$ cat src/rtl/lcd_pixel_source.sv
// Raster pixel generator for the 160x80 PMOD LCD: streams one RGB565 frame per
// frame_start over a valid/ready handshake, with four selectable test patterns.
module lcd_pixel_source #(
    parameter int H_RES = 160,
    parameter int V_RES = 80,
    parameter int BAR_W = 20
) (
    input  logic        clk,
    input  logic        rst_n,
    input  logic        frame_start,
    input  logic [1:0]  pattern_sel,
    input  logic        pix_ready,
    output logic        pix_valid,
    output logic [15:0] pix_data,
    output logic        pix_last,
    output logic [7:0]  h_pos,
    output logic [6:0]  v_pos,
    output logic [7:0]  frame_cnt,
    output logic        busy
);

    // Handshake: a pixel transfers on any clock edge where pix_valid && pix_ready;
    // pix_valid never drops mid-frame and all pixel outputs hold while stalled.

    typedef enum logic {IDLE, RUN} state_t;

    localparam logic [7:0] H_LAST = 8'(H_RES - 1);
    localparam logic [6:0] V_LAST = 7'(V_RES - 1);

    state_t      state_q, state_d;
    logic [7:0]  h_q, h_d;
    logic [6:0]  v_q, v_d;
    logic [1:0]  pat_q, pat_d;
    logic [7:0]  fstart_q, fstart_d;
    logic [7:0]  cnt_q, cnt_d;
    logic [15:0] data_q, data_d;
    logic        last_q, last_d;
    logic [7:0]  nh;
    logic [6:0]  nv;

    function automatic logic [15:0] pixel_fn(input logic [7:0] h, input logic [6:0] v,
                                             input logic [1:0] pat, input logic [7:0] f);
        logic [2:0]  idx;
        logic [15:0] px;
        idx = '0;
        for (int i = 1; i < 8; i++) begin
            if (int'(h) >= i * BAR_W) idx = 3'(i);
        end
        px = '0;
        case (pat)
            2'd0: begin
                case (idx)
                    3'd0:    px = 16'hFFFF;
                    3'd1:    px = 16'hFFE0;
                    3'd2:    px = 16'h07FF;
                    3'd3:    px = 16'h07E0;
                    3'd4:    px = 16'hF81F;
                    3'd5:    px = 16'hF800;
                    3'd6:    px = 16'h001F;
                    default: px = 16'h0000;
                endcase
            end
            2'd1:    px = (h[3] ^ v[3]) ? 16'hFFFF : 16'h0000;
            2'd2:    px = {h[7:3], v[6:1], f[4:0]};
            default: px = {f[7:3], f[7:2], f[7:3]};
        endcase
        return px;
    endfunction

    always_comb begin
        state_d  = state_q;
        h_d      = h_q;
        v_d      = v_q;
        pat_d    = pat_q;
        fstart_d = fstart_q;
        cnt_d    = cnt_q;
        data_d   = data_q;
        last_d   = last_q;
        nh       = '0;
        nv       = '0;
        case (state_q)
            IDLE: begin
                if (frame_start) begin
                    state_d  = RUN;
                    pat_d    = pattern_sel;
                    fstart_d = cnt_q;
                    h_d      = '0;
                    v_d      = '0;
                    data_d   = pixel_fn(8'd0, 7'd0, pattern_sel, cnt_q);
                    last_d   = 1'b0;
                end
            end
            default: begin
                if (pix_ready) begin
                    if (last_q) begin
                        // Frame done: clear pixel outputs so IDLE looks like reset.
                        state_d = IDLE;
                        cnt_d   = cnt_q + 8'd1;
                        h_d     = '0;
                        v_d     = '0;
                        data_d  = '0;
                        last_d  = 1'b0;
                    end else begin
                        if (h_q == H_LAST) begin
                            nh = '0;
                            nv = v_q + 7'd1;
                        end else begin
                            nh = h_q + 8'd1;
                            nv = v_q;
                        end
                        h_d    = nh;
                        v_d    = nv;
                        data_d = pixel_fn(nh, nv, pat_q, fstart_q);
                        last_d = (nh == H_LAST) && (nv == V_LAST);
                    end
                end
            end
        endcase
    end

    always_ff @(posedge clk or negedge rst_n) begin
        if (!rst_n) begin
            state_q  <= IDLE;
            h_q      <= '0;
            v_q      <= '0;
            pat_q    <= '0;
            fstart_q <= '0;
            cnt_q    <= '0;
            data_q   <= '0;
            last_q   <= 1'b0;
        end else begin
            state_q  <= state_d;
            h_q      <= h_d;
            v_q      <= v_d;
            pat_q    <= pat_d;
            fstart_q <= fstart_d;
            cnt_q    <= cnt_d;
            data_q   <= data_d;
            last_q   <= last_d;
        end
    end

    assign pix_valid = (state_q == RUN);
    assign busy      = (state_q == RUN);
    assign pix_data  = data_q;
    assign pix_last  = last_q;
    assign h_pos     = h_q;
    assign v_pos     = v_q;
    assign frame_cnt = cnt_q;

endmodule
$ cat config.mk
export PLATFORM = sky130hd
export DESIGN_NAME = lcd_pixel_source
export DESIGN_NICKNAME = d
export VERILOG_FILES = /design/src/rtl/lcd_pixel_source.sv
export SDC_FILE = /design/constraint.sdc
export NUM_CORES = 1
export LEC_CHECK = 0
export CORE_ASPECT_RATIO = 1.2
export CORE_MARGIN = 8
export CORE_UTILIZATION = 51
export CTS_CLUSTER_DIAMETER = 80
export CTS_CLUSTER_SIZE = 14
export DETAILED_ROUTE_END_ITERATION = 10
export PLACE_DENSITY = 0.75
export SLEW_MARGIN = 30
export SYNTH_ARGS = -nofsm -noshare
export SYNTH_HDL_FRONTEND = slang
export SYNTH_SLANG_ARGS = --single-unit
$ cat constraint.sdc
create_clock -name clk -period 6.6 [get_ports clk]
set_clock_uncertainty 0.2 [all_clocks]
set_input_delay 1.32 -clock clk [delete_from_list [all_inputs] [get_ports clk]]
set_output_delay 1.32 -clock clk [all_outputs]
set_load 0.005 [all_outputs]
### Word-level counts from Yosys, hierarchy flattened

Cells that the tools add are included.

| storage, ports and cells | value |
|---|---|
| flip-flop bits (word level) | 51 |
| input bits | 6 |
| output and inout port bits | 42 |
| logic and storage cells | 84 |

| operators by class | value |
|---|---|
| add/sub/neg operators | 3 |
| $lt $le $gt $ge | 7 |
| equal/unequal tests | 14 |
| multiplexer cells | 42 |
| bitwise gates (word level) | 2 |
| reduce and logical (&&, ||, !) cells | 8 |

Operators with widths:

| cell | number |
|---|---|
| $pmux W16 S7 | 1 |
| $pmux W16 S3 | 2 |
| $mux W16 | 5 |
| $mux W8 | 8 |
| $mux W7 | 8 |
| $mux W3 | 9 |
| $ge A8 B7 Y1 const B | 3 |
| $add A8 B1 Y8 const B | 2 |
| $eq A8 B8 Y1 const B | 2 |
| $ge A8 B6 Y1 const B | 2 |
| $eq A3 B3 Y1 const B | 3 |
| $mux W1 | 9 |
| $ge A8 B5 Y1 const B | 1 |
| $ge A8 B8 Y1 const B | 1 |
| $add A7 B1 Y7 const B | 1 |
| $eq A7 B7 Y1 const B | 1 |
| $eq A3 B2 Y1 const B | 2 |
| $eq A2 B1 Y1 const B | 2 |
| $eq A2 B2 Y1 const B | 2 |
| $logic_not A2 Y1 | 2 |
| $reduce_and A2 Y1 | 2 |
| $eq A3 B1 Y1 const B | 1 |
| $logic_not A3 Y1 | 1 |
| $reduce_and A3 Y1 | 1 |
| other kinds (5) | 5 |

### Depth between registers and ports, before layout

| depth | value |
|---|---|
| depth after elaboration | 22 |
| depth in mapped cells | 9 |
| gate-level depth less buffers | 8 |

### Worst setup path before layout

Ideal clock, no wire load.

| path | value |
|---|---|
| path kind | input-to-reg |
| start | input port frame_start |
| end | register data_q[2], in the netlist pix_data[2] |
| library setup time | 0.139 ns |
| arrival time | 2.454 ns |
| data required time | 6.261 ns |
| slack | 3.807 ns |
| stages | 6 |
| buffers on the path | 0 |
| cell sequence | nor2b_1 -> o21ai_1 -> o21ai_0 -> a21boi_0 -> a21boi_0 -> a221oi_1 |

| on the way | value |
|---|---|
| cells in the longest elaborated chain, start to end | 2 |

Ends and longest elaborated chain:

| item | RTL line | RTL |
|---|---|---|
| start, declared | 10 | `input logic frame_start,` |
| $reduce_bool A2 Y1 (no source line) | n/a |  |
| $reduce_and A2 Y1 (no source line) | n/a |  |
| end signal, assigned | 138 | `data_q <= data_d;` |
| end, declared | 36 | `logic [15:0] data_q, data_d;` |

Every way passes these cells.
A chain may end at the register's enable or synchronous reset.

### Final worst setup path

Ends and elaborated chain as after synthesis.

==> flow_summary.json <==
{
  "cts.repair.resized": 0,
  "synthCells": 356,
  "hold_path_class": "flip-flop to flip-flop",
  "cts_hold_buf": 0,
  "grt_start_max_net_pins": 52,
  "vias_in_the_first_global_route": 2664,
  "cts_tree": "done",
  "critical_path.cell_chain": "clkdlybuf4s50_1, nor2b_1, o21ai_1, o21ai_0, a21boi_0, a21boi_0, a221oi_1",
  "max_slew_margin": 0.476,
  "port_buffers": 47,
  "startpoint_class_of_the_critical_path": "input pin",
  "grt_util_all_layers": 0.201,
  "finalWeightedCongestion": 0.906,
  "ff_latch_area_um2": 1280,
  "multiInputGateArea_um2": 1670,
  "power.internal_mw": 0.540,
  "routed_via_density": 5.91,
  "cap_violations": 0,
  "dr_iter_0_viols": 226,
  "floorplan.die_area_um2": 8760,
  "synthesized_net_count": 366,
  "shortest_clock_period_the_worst_path_allows_after_layout_ns": 3.89,
  "pwr_density_cell_nw_per_um2": 222,
  "most-common-layout-cells": "75 x nand2_1, 51 x dfrtp_1, 46 x clkdlybuf4s50_1",
  "detailedPlacementHpwl_um": 6090,
  "drt-pass1-iter-count": 5,
  "post-synth-top-area-cell": "dfrtp_1",
  "drc": 0,
  "synthesis.area_per_instance_um2": 8.62,
  "antennaDiodeCount": 0,
  "max_slew.worst_pin.slew_ns": 0.785,
  "rsz0062_at_grt": "false",
  "yosysTopAreaCellShare": 0.416,
  "switching_share": 0.330,
  "numCtsBuffers": 5,
  "route.vias.total": 2799,
  "critPathRequiredTime_ns": 6.57,
  "grt.overflow.total": 0,
  "post_route_cells_drive_above_1_share": 0.0485,
  "clk_root_buffer_cell": "clkbuf_8",
  "critPathKind": "input pin to flip-flop",
  "logic_pwr_share": 0.285,
  "post-cts-setup-buffers": 0,
  "critPathMostFrequentCell": "a21boi_0",
  "synth_async_sr_flop_share": 1.00,
  "timing.critical_path.slowest_stage_cell": "nor2b_1",
  "fmax_ghz": 0.257,
  "cts_sinks": 51,
  "fp.dieW_um": 86.8,
  "timing.setup.tns_ns": 0,
  "synth_top_flop_cell": "dfrtp_1",
  "timing.hold.ws_ns": 0.282,
  "layout.filler_cells": 525,
  "cts.reportedPaths.clkPinSlew_ns": 0.09,
  "power.share.clock": 0.218,
  "clock_path_buffers": 2,
  "timing.critical_path.slowest_cell_delay_ns": 0.64,
  "avgRoutedWirePerCell_um": 17.5,
  "worstSetupEndpointType": "flip-flop",
  "num_io_pins": 48,
  "setup_viol": 0,
  "critPathMaxFanout": 12,
  "leakage_power_nw": 1.48,
  "finalHoldViolations": 0,
  "run_status": "finished clean",
  "placed_cells": 466,
  "dieHeight_um": 101,
  "fp-row-count": 31,
  "grt_pass1_wl_um": 14000,
  "layout.nets": 401,
  "p_seq_frac": 0.498,
  "switchingPower_mw": 0.266,
  "most_common_cell_after_layout_fill_and_taps_aside": "nand2_1",
  "syn-cell-area_um2": 3070,
  "peakVddDrop_mv": 0.146,
  "synth_seq_area_share": 0.416,
  "layoutNonFillerInstCount": 474,
  "number_of_antenna_violations_at_the_first_check_in_global_routing": 0,
  "ctsHtreeMaxLevel": 2,
  "core_area_um2": 5930,
  "synth-edff-count": 0,
  "synth.distinct_cells": 63,
  "critical_path_arrival_ns": 3.86,
  "synth-seq-cells": 51,
  "drt-total-wl_um": 8320,
  "ant_nets": 0,
  "area.growth.synth_to_final_pct": 18.1,
  "period_share": 0.589,
  "synth-warning-count": 0,
  "timing_max_transition_violations_final": 0,
  "start_util": 0.517,
  "worst_skew_pair.late_latency_ns": 0.30,
  "synthTopCellsByArea": "dfrtp_1 42%, nand2_1 9.2%, o21ai_0 4.7%"
}
[final timing paths]
check | startpoint | end | slack (ns) | cells after the start
worst max-delay path | frame_start | pix_data[2] | 2.71 | 7
worst min-delay path | fstart_q[7] | fstart_q[7] | 0.28 | 2
worst max register to register | h_pos[0] | pix_last | 3.23 | 8
worst min register to register | fstart_q[7] | fstart_q[7] | 0.28 | 2
max in group asynchronous | rst_n | pat_q[0] | 4.95 | 1
min in group asynchronous | rst_n | pix_data[5] | 0.83 | 1
[power by group through the flow]
| stage | clock network (mW) | registers (mW) | logic (mW) |
|---|---|---|---|
| 6_report | 0.176 | 0.401 | 0.229 |
| 5_1_grt | 0.195 | 0.408 | 0.250 |
| 4_1_cts | 0.178 | 0.401 | 0.231 |
| 3_5_place_dp | 0 | 0.407 | 0.230 |
| 3_3_place_gp | 0 | 0.406 | 0.228 |
| 2_1_floorplan | 0 | 0.381 | 0.147 |
[area by class of cell]
cell class | count | share of cell area
Inverter | 6 | 0.00621
Multi-Input combinational cell | 280 | 0.462
Clock inverter | 1 | 0.00138
Clock buffer | 7 | 0.0211
Tap cell | 82 | 0.0283
Sequential cell | 51 | 0.352
Timing Repair Buffer | 47 | 0.129
[critical path, delay by kind of cell]
kind,cells,cell delay [ns]
buffers and inverters,1,0.49
AND/OR/NAND/NOR,1,0.64
AO/OA/AOI/OAI,5,1.42
[Yosys cell counts (all sizes together), types with 3 or more instances]
master / count
nand4: 7
nor2: 24
and3: 8
nand3: 8
or3: 3
nor2b: 4
nand2: 75
o21ai: 30
nor3: 6
dfrtp: 51
o2bb2ai: 6
xnor2: 13
a2111oi: 4
buf: 10
inv: 6
a21oi: 18
ha: 4
a31oi: 12
and2: 4
clkbuf: 9
a22o: 3
o31ai: 5
nand2b: 3
o22a: 3
xor2: 7
[through the flow]
stage	cell area, µm²	utilization	worst slack, ns	power [mW]
finish	3620	0.611	2.71	0.806
global route	3620	0.611	2.49	0.854
CTS	3620	0.611	2.75	0.810
detailed placement	3540	0.597	2.43	0.637
global placement	3540	0.597	2.63	0.633
floorplan	3070	-	3.81	0.528
[kinds of logic (layout without fill, tap and decap cells)]
family | Yosys count | count (layout) | synth area share
and+or+nand+nor | 148 | 148 | 0.226
AOI/OAI and AO/OA | 105 | 105 | 0.236
DFF | 51 | 51 | 0.416
buffers and inverters | 25 | 61 | 0.0383
xor gates and xnor gates | 20 | 20 | 0.0571
adders and majority gates | 5 | 5 | 0.0196
muxes | 2 | 2 | 0.00734
[state kept, by name (all words and copies together), names as in the netlist]
register,cells
pix_data,16
frame_cnt,8
fstart_q,8
h_pos,8
v_pos,7
pat_q,2
busy,1
pix_last,1
[per-layer routing]
metal  track usage  share of wire  vias up
li1              -              -     1353
met1         0.243           0.41     1340
met2         0.345           0.52       92
met3        0.0408          0.051       14
met4        0.0677          0.018        0
met5             0              0        -
(Power assumes the default switching activity.)
